--- config.mk ---
export PLATFORM = sky130hd
export DESIGN_NAME = sim_clk_rand_gen
export DESIGN_NICKNAME = d
export VERILOG_FILES = /design/src/rtl/sim_helper_pkg.sv /design/src/rtl/sim_rand_range.sv /design/src/rtl/sim_clk_rand_gen.sv
export SDC_FILE = /design/constraint.sdc
export NUM_CORES = 2
export LEC_CHECK = 0
export ABC_CLOCK_PERIOD_IN_PS = 9300
export BUFFER_PORTS_ARGS = -buffer_cell sky130_fd_sc_hd__buf_2
export CORE_AREA = 2 2 325 263
export CTS_CLUSTER_SIZE = 16
export DETAILED_ROUTE_END_ITERATION = 12
export DIE_AREA = 0 0 327 265
export PLACE_DENSITY = 0.79
export SLEW_MARGIN = 0
export SYNTH_ARGS = -nofsm -noshare
export SYNTH_HDL_FRONTEND = slang
export SYNTH_SLANG_ARGS = --single-unit
--- constraint.sdc ---
create_clock -name CLK -period 9.3 [get_ports CLK]
set_clock_uncertainty 0.15 [all_clocks]
set_input_delay 1.395 -clock CLK [delete_from_list [all_inputs] [get_ports CLK]]
set_output_delay 1.395 -clock CLK [all_outputs]
set_load 0.02 [all_outputs]
--- src/rtl/sim_helper_pkg.sv ---
// Shared constants and the xorshift32 step for the sim clock/random block.
package sim_helper_pkg;

   localparam int          CLK_DIV      = 8;
   localparam int          LOCK_CYCLES  = 64;
   localparam int          TIME_W       = 64;
   localparam logic [31:0] DEFAULT_SEED = 32'h0000_0001;

   function automatic logic [31:0] xorshift32(input logic [31:0] x);
      logic [31:0] t;
      t = x ^ (x << 13);
      t = t ^ (t >> 17);
      t = t ^ (t << 5);
      return t;
   endfunction

endpackage

--- src/rtl/sim_rand_range.sv ---
// Seeded xorshift32 generator with a 2-stage range-scaling pipeline.
module sim_rand_range
   import sim_helper_pkg::*;
#(
   parameter logic [31:0] SEED_DEF = DEFAULT_SEED
) (
   input  logic        clk_i,
   input  logic        rst_ni,
   input  logic        init_i,
   input  logic [31:0] seed_i,
   input  logic        req_i,
   input  logic [31:0] max_i,
   input  logic [31:0] min_i,
   output logic        valid_o,
   output logic [31:0] out_o
);

   logic [31:0] x_q, x_d;
   logic        v1_q, v1_d;
   logic [31:0] lo_q, lo_d;
   logic [31:0] xn_q, xn_d;
   logic [32:0] span_q, span_d;
   logic        valid_q, valid_d;
   logic [31:0] out_q, out_d;

   logic [31:0] x_next;
   logic [31:0] diff;
   logic [64:0] prod;
   logic        unused_prod;

   // Stage 1: advance state on an accepted request and latch the bounds.
   always_comb begin
      x_next = xorshift32(x_q);
      diff   = '0;
      x_d    = x_q;
      v1_d   = 1'b0;
      lo_d   = lo_q;
      xn_d   = xn_q;
      span_d = span_q;
      if (init_i) begin
         x_d = (seed_i == '0) ? SEED_DEF : seed_i;
      end else if (req_i) begin
         x_d  = x_next;
         xn_d = x_next;
         v1_d = 1'b1;
         if (max_i < min_i) begin
            lo_d = max_i;
            diff = min_i - max_i;
         end else begin
            lo_d = min_i;
            diff = max_i - min_i;
         end
         span_d = {1'b0, diff} + 33'd1;
      end
   end

   // Stage 2: lo + floor(x * span / 2^32); the quotient is always < 2^32.
   always_comb begin
      prod    = {33'd0, xn_q} * {32'd0, span_q};
      valid_d = v1_q;
      out_d   = out_q;
      if (v1_q) begin
         out_d = lo_q + prod[63:32];
      end
   end

   assign unused_prod = ^{prod[64], prod[31:0]};

   always_ff @(posedge clk_i or negedge rst_ni) begin
      if (!rst_ni) begin
         x_q     <= SEED_DEF;
         v1_q    <= 1'b0;
         lo_q    <= '0;
         xn_q    <= '0;
         span_q  <= '0;
         valid_q <= 1'b0;
         out_q   <= '0;
      end else begin
         x_q     <= x_d;
         v1_q    <= v1_d;
         lo_q    <= lo_d;
         xn_q    <= xn_d;
         span_q  <= span_d;
         valid_q <= valid_d;
         out_q   <= out_d;
      end
   end

   assign valid_o = valid_q;
   assign out_o   = out_q;

endmodule

--- src/rtl/sim_clk_rand_gen.sv ---
// Bench support: CLK_L divider, LOCKED flag, SYS_TIME counter and a
// seeded range-limited random source.
module sim_clk_rand_gen
   import sim_helper_pkg::*;
#(
   parameter int          P_CLK_DIV     = sim_helper_pkg::CLK_DIV,
   parameter int          P_LOCK_CYCLES = sim_helper_pkg::LOCK_CYCLES,
   parameter int          P_TIME_W      = sim_helper_pkg::TIME_W,
   parameter logic [31:0] P_SEED        = sim_helper_pkg::DEFAULT_SEED
) (
   input  logic                CLK,
   input  logic                RST_N,
   output logic                CLK_L,
   output logic                LOCKED,
   output logic [P_TIME_W-1:0] SYS_TIME,
   input  logic                RND_INIT,
   input  logic [31:0]         SEED_IN,
   input  logic                RND_REQ,
   input  logic [31:0]         RND_MAX,
   input  logic [31:0]         RND_MIN,
   output logic                RND_VALID,
   output logic [31:0]         RND_OUT
);

   localparam int DIV_W  = $clog2(P_CLK_DIV);
   localparam int LOCK_W = $clog2(P_LOCK_CYCLES + 1);

   localparam logic [DIV_W-1:0]  DIV_LAST  = DIV_W'(P_CLK_DIV - 1);
   localparam logic [DIV_W-1:0]  DIV_HALF  = DIV_W'(P_CLK_DIV / 2);
   localparam logic [LOCK_W-1:0] LOCK_LAST = LOCK_W'(P_LOCK_CYCLES - 1);

   logic [DIV_W-1:0]    div_q, div_d;
   logic                clkl_q, clkl_d;
   logic [LOCK_W-1:0]   lcnt_q, lcnt_d;
   logic                locked_q, locked_d;
   logic [P_TIME_W-1:0] time_q, time_d;

   // Divider resets to its last count so the first edge after release
   // lands on count 0, which is the CLK_L rising edge.
   always_comb begin
      div_d  = (div_q == DIV_LAST) ? '0 : div_q + 1'b1;
      clkl_d = (div_d < DIV_HALF);
   end

   always_comb begin
      lcnt_d   = lcnt_q;
      locked_d = locked_q;
      if (!locked_q) begin
         if (lcnt_q == LOCK_LAST) begin
            locked_d = 1'b1;
         end else begin
            lcnt_d = lcnt_q + 1'b1;
         end
      end
      time_d = locked_q ? time_q + P_TIME_W'(1) : '0;
   end

   always_ff @(posedge CLK or negedge RST_N) begin
      if (!RST_N) begin
         div_q    <= DIV_LAST;
         clkl_q   <= 1'b0;
         lcnt_q   <= '0;
         locked_q <= 1'b0;
         time_q   <= '0;
      end else begin
         div_q    <= div_d;
         clkl_q   <= clkl_d;
         lcnt_q   <= lcnt_d;
         locked_q <= locked_d;
         time_q   <= time_d;
      end
   end

   assign CLK_L    = clkl_q;
   assign LOCKED   = locked_q;
   assign SYS_TIME = time_q;

   sim_rand_range #(
      .SEED_DEF (P_SEED)
   ) u_rand (
      .clk_i   (CLK),
      .rst_ni  (RST_N),
      .init_i  (RND_INIT),
      .seed_i  (SEED_IN),
      .req_i   (RND_REQ),
      .max_i   (RND_MAX),
      .min_i   (RND_MIN),
      .valid_o (RND_VALID),
      .out_o   (RND_OUT)
   );

endmodule

==> reports/metrics.cfg <==
[status]
status = finished with violations
violations = negative setup slack

[placement]
placement.io_buffers = 198
gpl.final_weighted_congestion = 0.988
place.detailed.hpwl_mm = 117
detailedPlace.worstSlack_ns = -1.29
placed_cells = 6872

[synthesis]
synth_area_per_cell_um2 = 9.01
ys_seq_elements = 239
mappedNetlistArea_um2 = 48800
syn_nets = 6802
yosys.area.top_type = sky130_fd_sc_hd__fa_1
netlist-cell-type-count = 78
area_share_of_the_largest_cell_type_after_synthesis = 0.380
yosysWarningCount = 0
postSynthCellCount = 5419
dominantRegCellSynth = sky130_fd_sc_hd__dfrtp_1
cells_taking_the_most_area_after_synthesis = sky130_fd_sc_hd__fa_1 38%, sky130_fd_sc_hd__dfrtp_1 12%, sky130_fd_sc_hd__ha_1 9.1%
post_synth_edffs = 0
async_reset_ff_frac = 1.00
synth-seq-area-share = 0.123

[clock_tree]
worst_setup_hold_path_clk_slew_ns = 0.07
clk_latency_ns = 0.63
cell_at_the_root_of_the_clock_tree = sky130_fd_sc_hd__clkbuf_16
cts.path.max_buffers = 3
cts_tree = built
clkSinkCount = 239
tritoncts.num_buffers = 31
htree_levels = 1
cts.hold.buffers_added = 0

[grt]
vias_in_the_first_global_route = 41400
number_of_antenna_violations_at_the_first_check_in_global_routing = 2
grt_pass1_wl_mm = 228
globalRouteTotalUtil = 0.336
globalRoute.totalOverflow = 0
pin_count_of_the_biggest_net_entering_global_routing = 153

[layout]
post_route_cells_drive_above_1_share = 0.157
final_cells = 6966
antenna_cells_inserted = 0
num-nets-final = 7209
synthToLayoutAreaGrowth_pct = 14.2

[worst_setup_path]
reg2regPathDepth = 37
worst_ep_arrival_time_ns = 10.50
worst_path_cell_with_the_longest_stage_delay = sky130_fd_sc_hd__fa_1
path_common_cell = sky130_fd_sc_hd__fa_1
critical_path_required_ns = 9.67
crit_path_max_fanout = 8
startpoint_type = flop
worst_setup_path_class = reg -> reg
critical_path.max_stage_delay_ns = 0.59
end_kind = flop

[timing]
timing_hold_violations_final = 0
fmax_achieved_ghz = 0.0987
finalCritPeriodShare = 1.09
tns_ns = -8.41
layout_setup_ws_ns = -0.830
fin_hold_ws_ns = 0.340
finalCriticalPeriod_ns = 10.13
grt_setup_unrepaired = true
final-max-slew-violation-count = 0
number_of_setup_violations_in_the_final_report = 18
tightest_slew_ns = 1.18
maxSlewHeadroom = 0.211

[die]
die_height_um = 265
core-area_um2 = 83300
initial_util = 0.586
floorplan.die_area_um2 = 86700
die_w_um = 327
floorplan.rows = 95
ioPinCount = 199

[detailed_routing]
drt-pass1-iter-count = 8
drc_errors = 0
wirelength_per_cell_um = 20.5
avgViaCountPerCell = 5.63
vias = 39200
drt_iter0_markers = 3438
finalWirelength_mm = 142
route.antenna.remaining_nets = 0

[worst_hold_path]
hold_class = reg -> reg
hold_depth = 1

[run]
max_cap_violations = 0

[cell usage in the layout, fill, tap and decap left out, drive strengths merged, types with 6 or more instances in the layout]
master  Yosys  routed
o21bai     14      14
fa        927     927
nand2     859     859
a211oi     15      15
buf        28     655
nand2b      9       9
nand3      52      52
o211a       6       6
and2      545     545
o21ai     167     167
dfrtp     235     235
or3        20      20
inv      1001    1009
o21a       20      20
ha        356     356
xnor2     172     172
mux2i      22      22
a21o       93      93
and4        8       8
a21boi     13      13
a21oi     120     120
xor2       94      94
nand4      32      32
o31ai       7       7
nor2      111     111
nor2b      15      15
nor3       30      30
o211ai     15      15
nor4       15      15
clkbuf    253      40
or2         7       7
a31oi      46      46
mux2       28      28
and3       30      30
[worst paths after layout]
path | from | end | slack [ns]
min | lcnt_q[5] | lcnt_q[5] | 0.34
max reg2reg | u_rand.xn_q[7] | u_rand.out_o[29] | -0.83
min in group asynchronous | RST_N | u_rand.x_q[15] | 0.66
max | u_rand.xn_q[7] | u_rand.out_o[29] | -0.83
min reg2reg | lcnt_q[5] | lcnt_q[5] | 0.34
max in group asynchronous | RST_N | u_rand.span_q[21] | 6.94
[metal layers]
layer,share of wire,wire (um),GRT usage,vias to the layer above
met4,0.038,5420,0.112,2
met2,0.46,64900,0.524,1858
met1,0.41,58500,0.473,19800
met3,0.096,13700,0.0646,321
li1,-,-,-,17300
met5,0.000091,13,0,-
[cell type report]
cell class | instances | area [um2]
Sequential cell | 239 | 6010
Tap cell | 1115 | 1400
Clock inverter | 18 | 216
Fill cell | 6557 | 27600
Multi-Input combinational cell | 3898 | 38600
Clock buffer | 40 | 860
Inverter | 1001 | 3760
Timing Repair Buffer | 655 | 4930
[through the flow]
stage	utilization	area (um2)
3_5_place_dp	0.644	53700
4_1_cts	0.664	55400
5_1_grt	0.669	55700
6_report	0.669	55700
3_3_place_gp	0.644	53700
2_1_floorplan	-	48900
[what timing repair did]
item                                    CTS  global route
resized for setup                       118            71
pin swaps                                77            51
buffers inserted                         24            14
endpoints found under the hold margin     0             0
endpoints found under the setup margin   24            22
[Yosys cell counts, drive strengths merged (4+ instances only)]
cell,n
inv,1001
fa,927
nand2,859
and2,545
ha,356
clkbuf,253
dfrtp,235
xnor2,172
o21ai,167
a21oi,120
nor2,111
xor2,94
a21o,93
nand3,52
a31oi,46
nand4,32
and3,30
nor3,30
buf,28
mux2,28
mux2i,22
o21a,20
or3,20
a211oi,15
nor2b,15
nor4,15
o211ai,15
o21bai,14
a21boi,13
nand2b,9
and4,8
o31ai,7
or2,7
o211a,6
a31o,5
a211o,4
a221oi,4
dfstp,4
nand3b,4
[state kept, by name, summed over array words and instances (netlist names)]
| name | flops |
|---|---|
| div_q | 3 |
| CLK_L | 1 |
| u_rand.out_o | 32 |
| LOCKED | 1 |
| lcnt_q | 7 |
| u_rand.lo_q | 32 |
| u_rand.span_q | 33 |
| SYS_TIME | 64 |
| u_rand.valid_o | 1 |
| u_rand.xn_q | 32 |
| u_rand.v1_q | 1 |
| u_rand.x_q | 32 |
[critical path, delay by kind of cell (launching register included)]
family	cells	cell delay (ns)
and+or+nand+nor	3	0.35
AOI/OAI and AO/OA	17	3.53
adders and majority gates	10	4.61
muxes	1	0.26
buffers and inverters	4	0.41
DFF	1	0.41
xor gates and xnor gates	2	0.29
[logic make-up after synthesis]
group	count (synthesis)	synth area share
and+or+nand+nor	1745	0.175
adders and majority gates	1283	0.471
buffers and inverters	1282	0.100
AOI/OAI and AO/OA	554	0.0715
xor gates and xnor gates	266	0.0480
DFF	239	0.123
muxes	50	0.0110
Power is not shown: default switching activity piles up to over one toggle a cycle in this logic, so the estimate is an artifact.
